## src/rtl/fetch_unit_if.sv

```systemverilog
// Instruction-memory request/response channel between the fetch stage (master) and imem (slave).
interface fetch_unit_if;
    logic        imem_req_valid;
    logic        imem_req_ready;
    logic [31:0] imem_req_addr;
    logic        imem_rsp_valid;
    logic [31:0] imem_rsp_data;

    modport master (
        output imem_req_valid,
        output imem_req_addr,
        input  imem_req_ready,
        input  imem_rsp_valid,
        input  imem_rsp_data
    );

    modport slave (
        input  imem_req_valid,
        input  imem_req_addr,
        output imem_req_ready,
        output imem_rsp_valid,
        output imem_rsp_data
    );
endinterface

```

## src/rtl/fetch_unit.sv

```systemverilog
// Fetch stage: credit-limited imem requests, in-order response queue, NOP bubbles, stall/redirect.
// Optional misaligned-redirect trap enabled by defining FETCH_MISALIGN_TRAP_EN.
module fetch_unit #(
    parameter logic [31:0] RESET_PC = 32'h0000_0000,
    parameter int          QDEPTH   = 2
) (
    input  logic                clk,
    input  logic                rst,
    fetch_unit_if.master        imem,
    input  logic                stall,
    input  logic                redirect,
    input  logic [31:0]         redirect_pc,
    output logic [31:0]         instF,
    output logic [31:0]         PCF,
    output logic [31:0]         PCPlus4F,
    output logic                validF
`ifdef FETCH_MISALIGN_TRAP_EN
    ,
    output logic                fetch_fault
`endif
);

    localparam int               PTR_W    = (QDEPTH > 1) ? $clog2(QDEPTH) : 1;
    localparam int               CNT_W    = $clog2(QDEPTH + 1);
    localparam logic [31:0]      NOP      = 32'h0000_0013;
    localparam logic [PTR_W-1:0] LAST_PTR = PTR_W'(QDEPTH - 1);

    logic [31:0]      r_pc_req;
    logic [CNT_W-1:0] r_outstanding;
    logic [CNT_W-1:0] r_drop;
    logic [CNT_W-1:0] r_q_count;
    logic [PTR_W-1:0] r_q_rd_ptr;
    logic [PTR_W-1:0] r_q_wr_ptr;
    logic [PTR_W-1:0] r_tag_rd_ptr;
    logic [PTR_W-1:0] r_tag_wr_ptr;
    logic [31:0]      r_q_data [QDEPTH];
    logic [31:0]      r_q_pc   [QDEPTH];
    logic [31:0]      r_tag_pc [QDEPTH];

    logic [31:0]      w_redirect_pc;
    logic             w_misaligned;
    logic             w_halt;
    logic [31:0]      w_fault_pc;
    logic             w_credit;
    logic             w_req_valid;
    logic             w_accept;
    logic             w_rsp_valid;
    logic             w_dropping;
    logic             w_push;
    logic             w_pop;
    logic             w_q_nonempty;

    function automatic logic [PTR_W-1:0] ptr_inc(input logic [PTR_W-1:0] p);
        return (p == LAST_PTR) ? '0 : p + 1'b1;
    endfunction

`ifdef FETCH_MISALIGN_TRAP_EN
    logic        r_fault;
    logic [31:0] r_fault_pc;

    assign w_redirect_pc = redirect_pc;
    assign w_misaligned  = (redirect_pc[1:0] != 2'b00);
    assign w_halt        = r_fault;
    assign w_fault_pc    = r_fault_pc;
    assign fetch_fault   = r_fault;

    // A misaligned target parks the stage on a NOP carrying the bad PC until an aligned redirect.
    always_ff @(posedge clk) begin
        if (rst) begin
            r_fault    <= 1'b0;
            r_fault_pc <= 32'h0;
        end else if (redirect) begin
            r_fault <= w_misaligned;
            if (w_misaligned) begin
                r_fault_pc <= redirect_pc;
            end
        end
    end
`else
    assign w_redirect_pc = {redirect_pc[31:2], redirect_pc[1:0] & 2'b00};
    assign w_misaligned  = 1'b0;
    assign w_halt        = 1'b0;
    assign w_fault_pc    = 32'h0;
`endif

    // Credit covers in-flight (including to-be-dropped) plus buffered words, so the queue never overflows.
    assign w_credit     = ({1'b0, r_outstanding} + {1'b0, r_q_count}) < (CNT_W + 1)'(QDEPTH);
    assign w_req_valid  = !rst && !redirect && !w_halt && w_credit;
    assign w_accept     = w_req_valid && imem.imem_req_ready;
    assign w_rsp_valid  = imem.imem_rsp_valid;
    assign w_dropping   = (r_drop != '0);
    assign w_q_nonempty = (r_q_count != '0);
    assign w_push       = w_rsp_valid && !w_dropping && !redirect;
    assign w_pop        = w_q_nonempty && !stall && !redirect;

    assign imem.imem_req_valid = w_req_valid;
    assign imem.imem_req_addr  = r_pc_req;

    always_ff @(posedge clk) begin
        if (rst) begin
            r_pc_req      <= RESET_PC;
            r_outstanding <= '0;
            r_drop        <= '0;
            r_q_count     <= '0;
            r_q_rd_ptr    <= '0;
            r_q_wr_ptr    <= '0;
            r_tag_rd_ptr  <= '0;
            r_tag_wr_ptr  <= '0;
        end else begin
            r_outstanding <= r_outstanding + CNT_W'(w_accept) - CNT_W'(w_rsp_valid);
            if (redirect) begin
                // Everything still in flight after this edge belongs to the old path.
                r_drop       <= r_outstanding - CNT_W'(w_rsp_valid);
                r_q_count    <= '0;
                r_q_rd_ptr   <= '0;
                r_q_wr_ptr   <= '0;
                r_tag_rd_ptr <= '0;
                r_tag_wr_ptr <= '0;
                if (!w_misaligned) begin
                    r_pc_req <= w_redirect_pc;
                end
            end else begin
                if (w_rsp_valid && w_dropping) begin
                    r_drop <= r_drop - CNT_W'(1);
                end
                r_q_count <= r_q_count + CNT_W'(w_push) - CNT_W'(w_pop);
                if (w_push) begin
                    r_q_wr_ptr   <= ptr_inc(r_q_wr_ptr);
                    r_tag_rd_ptr <= ptr_inc(r_tag_rd_ptr);
                end
                if (w_pop) begin
                    r_q_rd_ptr <= ptr_inc(r_q_rd_ptr);
                end
                if (w_accept) begin
                    r_tag_wr_ptr <= ptr_inc(r_tag_wr_ptr);
                    r_pc_req     <= r_pc_req + 32'd4;
                end
            end
        end
    end

    genvar gi;
    generate
        for (gi = 0; gi < QDEPTH; gi++) begin : g_entry
            always_ff @(posedge clk) begin
                if (w_accept && (r_tag_wr_ptr == PTR_W'(gi))) begin
                    r_tag_pc[gi] <= r_pc_req;
                end
                if (w_push && (r_q_wr_ptr == PTR_W'(gi))) begin
                    r_q_data[gi] <= imem.imem_rsp_data;
                    r_q_pc[gi]   <= r_tag_pc[r_tag_rd_ptr];
                end
            end
        end
    endgenerate

    always_comb begin
        validF   = w_q_nonempty || w_halt;
        instF    = NOP;
        PCF      = 32'h0;
        PCPlus4F = 32'h0;
        if (w_halt) begin
            PCF      = w_fault_pc;
            PCPlus4F = w_fault_pc + 32'd4;
        end else if (w_q_nonempty) begin
            instF    = r_q_data[r_q_rd_ptr];
            PCF      = r_q_pc[r_q_rd_ptr];
            PCPlus4F = r_q_pc[r_q_rd_ptr] + 32'd4;
        end
    end

endmodule
```

## src/flat_wrapper.sv

```systemverilog
// flat-port wrapper written by rule: the top's interface ports become plain ports
module fetch_unit_flat 
#(
    parameter logic [31:0] RESET_PC = 32'h0000_0000,
    parameter int          QDEPTH   = 2
)
  (clk, rst, stall, redirect, redirect_pc, instF, PCF, PCPlus4F, validF, imem_imem_req_valid, imem_imem_req_addr, imem_imem_req_ready, imem_imem_rsp_valid, imem_imem_rsp_data);
  fetch_unit_if imem_i ();
  input  logic clk;
  input  logic rst;
  input  logic stall;
  input  logic redirect;
  input  logic [31:0] redirect_pc;
  output logic [31:0] instF;
  output logic [31:0] PCF;
  output logic [31:0] PCPlus4F;
  output logic validF;
  output wire logic [$bits(imem_i.imem_req_valid)-1:0] imem_imem_req_valid;
  output wire logic [$bits(imem_i.imem_req_addr)-1:0] imem_imem_req_addr;
  input wire logic [$bits(imem_i.imem_req_ready)-1:0] imem_imem_req_ready;
  input wire logic [$bits(imem_i.imem_rsp_valid)-1:0] imem_imem_rsp_valid;
  input wire logic [$bits(imem_i.imem_rsp_data)-1:0] imem_imem_rsp_data;
  assign imem_imem_req_valid = imem_i.imem_req_valid;
  assign imem_imem_req_addr = imem_i.imem_req_addr;
  assign imem_i.imem_req_ready = imem_imem_req_ready;
  assign imem_i.imem_rsp_valid = imem_imem_rsp_valid;
  assign imem_i.imem_rsp_data = imem_imem_rsp_data;
  fetch_unit #(.RESET_PC(RESET_PC), .QDEPTH(QDEPTH)) u_core (.clk(clk), .rst(rst), .imem(imem_i), .stall(stall), .redirect(redirect), .redirect_pc(redirect_pc), .instF(instF), .PCF(PCF), .PCPlus4F(PCPlus4F), .validF(validF));
endmodule
```

## config.mk

```make
export PLATFORM = sky130hd
export DESIGN_NAME = fetch_unit_flat
export DESIGN_NICKNAME = d
export VERILOG_FILES = /design/src/rtl/fetch_unit_if.sv /design/src/rtl/fetch_unit.sv /design/src/flat_wrapper.sv
export SDC_FILE = /design/constraint.sdc
export NUM_CORES = 1
export LEC_CHECK = 0
export BUFFER_PORTS_ARGS = -buffer_cell sky130_fd_sc_hd__buf_2
export CAP_MARGIN = 0
export CORE_ASPECT_RATIO = 1.1
export CORE_MARGIN = 2
export CORE_UTILIZATION = 50
export CTS_CLUSTER_DIAMETER = 150
export DETAILED_ROUTE_END_ITERATION = 12
export PLACE_DENSITY = 0.76
export SYNTH_ARGS = -nofsm -noshare
export SYNTH_HDL_FRONTEND = slang
export SYNTH_SLANG_ARGS = --single-unit
```

## constraint.sdc

```tcl
create_clock -name clk -period 7.7 [get_ports clk]
set_input_delay 1.925 -clock clk [delete_from_list [all_inputs] [get_ports clk]]
set_output_delay 1.925 -clock clk [all_outputs]
set_load 0.005 [all_outputs]
```

; ---- Word-level counts from Yosys, hierarchy flattened
; Memories as Yosys holds them, arrays and structs flattened. A register that Yosys moved wholly into a read port is not among the register bits.
; Index checks and enable logic that the tools add are counted.
[totals]
elab_cells = 86
inputBits = 70
mem_bits_rw = 192
out_inout_bits = 130
regBits = 42
memories = 3
[op_classes]
addsub = 13
order_cmp = 1
n_mux = 34
bitwise = 2
reduce_logical = 24
[memory_table]
columns = name, words, width, read_ports, rd_ports_with_merged_regs, write_ports, line_no
row1 = u_core.r_q_data, 2, 32, 1, 1, 1, fetch_unit.sv:36  ; logic [31:0] r_q_data [QDEPTH];
row2 = u_core.r_q_pc, 2, 32, 1, 1, 1, fetch_unit.sv:37  ; logic [31:0] r_q_pc [QDEPTH];
row3 = u_core.r_tag_pc, 2, 32, 1, 1, 1, fetch_unit.sv:38  ; logic [31:0] r_tag_pc [QDEPTH];
[ops]
columns = op, n
row1 = $mux W32, 8
row2 = $reduce_or A32 Y1, 3
row3 = $add A32 B3 Y32 const B, 2
row4 = $mux W1, 24
row5 = $logic_and A1 B1 Y1, 12
row6 = $reduce_bool A2 Y1, 4
row7 = $sub A2 B1 Y2, 3
row8 = $add A1 B1 Y1 const B, 4
row9 = $add A2 B1 Y2, 2
row10 = $logic_not A1 Y1, 4
row11 = $mux W2, 2
row12 = $add A2 B2 Y3, 1
row13 = $lt A3 B2 Y1 const B, 1
row14 = $not A1 Y1, 2
row15 = $reduce_or A2 Y1, 1
row16 = $sub A2 B1 Y2 const B, 1

; ---- Longest topological paths before layout
[logic_depth]
ltp_word = 9
ltp_mapped = 11

; ---- Worst setup path after synthesis
; No wires, ideal clock.
[synth_timing]
path_kind = input -> register
start = in redirect
end = mem u_core.r_q_data[0][0], enable pin
n_path_buf = 3
setup_time_ns = 0.558
cell_stages = 4
arrival_time_ns = 6.825
t_required_ns = 7.142
path_slack_ns = 0.316
path_cell_list = clkbuf_1 buf_1 buf_1 nor3_1
[synth_via]
elab_chain_len = 7
[synth_lines]
columns = element, line_no
row1 = start: declaration, flat_wrapper.sv:12  ; input logic redirect;
row2 = $logic_not A1 Y1 *, fetch_unit.sv:93  ; assign w_push = w_rsp_valid && !w_dropping && !redirect;
row3 = $logic_and A1 B1 Y1 *, fetch_unit.sv:93
row4 = $logic_and A1 B1 Y1, fetch_unit.sv:149  ; if (w_push && (r_q_wr_ptr == PTR_W'(gi))) begin
row5 = $mux W1, fetch_unit.sv:149
row6 = $mux W1 (not written as such), fetch_unit.sv:150  ; r_q_data[gi] <= imem.imem_rsp_data;
row7 = $reduce_or A32 Y1 (no source line), --
row8 = $mux W1 (no source line), --
row9 = end: declaration, fetch_unit.sv:36
; Mark *: on every way between the ends. The rest lies on a longest branch, timed or not.

==> metrics <==
placed insts 1228; DRC 0; Largest stage delay, worst path 930 ps; antenna viol nets, final 0; WL/cell 18.2 um; gr busiest metal met2; io pins 200; post-synthesis cell count 818; post-synthesis cell type count 62; placed inst area 11300 sq um; Synth Flop Type edfxtp_1; max-slew violations 0; Vias 7293; post-route minimum period 5730 ps; Area Overhead vs Synth 18.8%; initial core utilization 51.1%; met1 Resource Use GR 27.4%; Clk Latency, worst-skew pair 500 ps; Post-synth ARST share 0%; Clock Tree Buf Depth 3; final period utilization 74.4%; die boundary width 140 um; gr usage total 20.5%; final-stage net count 1078; drt pass-1 iters 5; antenna cells 0; Worst EP arrival 3800 ps; FMAX 175 MHz; CP endpoint kind output port; Post-Route Skew 8.47 ps; number of flops mapped to enable cells by yosys 184; number of synthesized register bits 226; Root Driver clkbuf_16; grt ovf 0; Pleak 4.46 nW; Cell Pwr Density 226 nW/um^2; CTS H-Tree Depth 1; top cell type by total area after synthesis edfxtp_1; core box area 19900 sq um; die height 153 um; share of layout cells above drive strength 1 28.7%; Sum Neg Setup Slack 0 ps; final setup fails 0; hold_buf cts 0; Final Hold Fails 0; 1st-iter DRT viols 399; setup bufs post-CTS 0; final wirelength 23.1 mm; Setup crit start kind register; synth warn 0; worst-path fanout max 69; Crit Reg-Reg Startpoint u_core.r_q_count[0]; worst hold-check path type reg -> reg; post-route insts no fill 1270; vias per cell 5.74; pin count of the biggest net entering global routing 76; status finished clean; gp weighted congestion 0.834; RSZ-0062 raised after global routing false; Hold Crit Start u_core.r_tag_rd_ptr; TritonCTS sink count 226; CTS Buf Count 23; Worst Tran Pin Value 1130 ps; Die ar. 21400 sq um; initial antenna violation count 0; clock-pin slew on the worst setup and hold paths 60 ps; Yosys top cell area share 54.5%; maximum VDD drop 0.162 mV; met3 usage 3.60%; post-CTS sizing 0; CP required 5780 ps; max capacitance violation total 0; first-pass GRT wire length 35.8 mm; Mapped Area 10100 sq um; Avg Synthesized Cell Area 12.4 sq um; Finished Cell Area 12100 sq um; post-layout util 60.7%; CP max stage cell dfxtp_4; worst setup path class reg -> out; top cells by area, synth edfxtp_1 (54%), dfxtp_1 (8.3%), mux2i_1 (5.7%); met2 usage 34.6%; row count 54; hpwl dp 15.4 mm; post-synthesis sequential area ratio 62.8%; relative slew slack 24.6%; CTS tree built; worst-path cell chain mux2_2 -> ha_1 -> nand4_1 -> a221oi_2 -> nand2_1 -> o31a_1 -> nor3_1 -> buf_2; vias in the first global route 6903; Port Buf Inserts 191
==> state kept, by name (all words and copies together), names as in the netlist, named ones only <==
name                       count
u_core.r_q_count               2
u_core.r_drop                  2
u_core.r_tag_wr_ptr            1
u_core.r_outstanding           2
u_core.r_tag_pc               60
u_core.imem.imem_req_addr     30
u_core.r_q_rd_ptr              1
u_core.r_q_wr_ptr              1
u_core.r_q_pc                 60
u_core.r_q_data               64
u_core.r_tag_rd_ptr            1
==> synth_stat cells, drive strengths merged (2+ instances only) <==
master / count
a41oi: 2
edfxtp: 184
xor2: 6
xnor2: 14
a211oi: 5
nand3: 33
o31ai: 8
o31a: 7
o22ai: 2
and2: 10
or3: 6
a22o: 2
mux2: 39
a221oi: 2
buf: 27
o311ai: 2
a31oi: 22
nor3b: 2
nor4: 13
clkinv: 2
nor2: 98
nand4: 19
a21oi: 24
ha: 6
and4: 3
o21ai: 21
a21o: 3
nand2: 65
inv: 13
a22oi: 6
dfxtp: 42
nand4b: 5
nand2b: 5
mux2i: 58
or4: 6
clkbuf: 19
and3: 8
nor3: 16
==> critical path, delay by kind of cell (launching register included) <==
family / cells / cell delay, ps
AOI/OAI and AO/OA: 2 / 980
DFF: 1 / 930
and+or+nand+nor: 3 / 630
muxes: 1 / 350
adders and majority gates: 1 / 230
buffers and inverters: 1 / 160
==> kinds of logic (layout without fill, tap and decap cells) <==
family	Yosys count	in the layout	synth area share [%]
AO/OA/AOI/OAI	115	115	7.51
adder cells (fa/ha/maj)	7	7	0.938
other	1	6	0.0370
AND/OR/NAND/NOR	291	291	14.0
multiplexers	97	97	10.1
flip-flops	226	226	62.8
XOR/XNOR	20	20	1.73
buffers and inverters	61	256	2.99
==> final cells by class <==
cell class                 count  area (sq um)
fill                        1587          7810
tap                          252           315
multi-input combinational    536          3510
clock inverter                13           123
clock buffer                  29           659
sequential                   226          6370
inverter                      15          61.3
timing repair buffer         199          1020
==> report_power, final <==
group / internal, W / switching [W] / total (W)
Combinational: 0.0000812 / 0.000116 / 0.000197
Clock: 0.000674 / 0.000446 / 0.00112
Sequential: 0.00137 / 0.0000360 / 0.00141
Total: 0.00212 / 0.000598 / 0.00272
==> per-stage QoR <==
| stage | hold slack [ps] | setup slack (ps) | total power (W) |
|---|---|---|---|
| after floorplan | 472 | 316 | 0.00155 |
| after global placement | 486 | 2500 | 0.00162 |
| after detailed placement | 500 | 2490 | 0.00163 |
| after CTS | 516 | 1950 | 0.00274 |
| after global routing | 543 | 1690 | 0.00282 |
| final | 514 | 1970 | 0.00272 |
==> cell usage in the layout, fill, tap and decap left out, types with 7 or more instances in the layout <==
cell	Yosys	routed
a31oi_1	22	22
mux2i_1	58	58
nor2_1	97	95
a21oi_1	24	24
edfxtp_1	184	184
o21ai_0	21	21
nand3_1	33	33
dfxtp_1	42	41
clkbuf_16	0	24
buf_2	10	191
clkinv_2	0	7
inv_1	12	12
and2_1	10	9
o31a_1	7	7
mux2_2	39	39
buf_4	9	8
nand4_1	19	19
nor3_1	15	14
nand2_1	64	64
xnor2_1	14	14
and3_1	8	8
nor4_1	12	12
o31ai_1	8	8
==> final timing paths <==
| path | to | slack, ps | depth (start not counted) |
|---|---|---|---|
| worst min-delay path | u_core.r_tag_rd_ptr | 510 | 2 |
| worst max register to register | u_core.imem.imem_req_addr[29] | 4410 | 8 |
| worst min register to register | u_core.r_tag_rd_ptr | 510 | 2 |
| worst max-delay path | PCPlus4F[24] | 1970 | 8 |
==> routing by layer <==
layer	routed length [um]	vias to the layer above	part of all wire (%)
met1	9610	3460	42
li1	-	3435	-
met2	11100	356	48
met4	444	0	1.9
met5	0	-	0
met3	1910	42	8.3
Power figures use the tool's default switching activity.
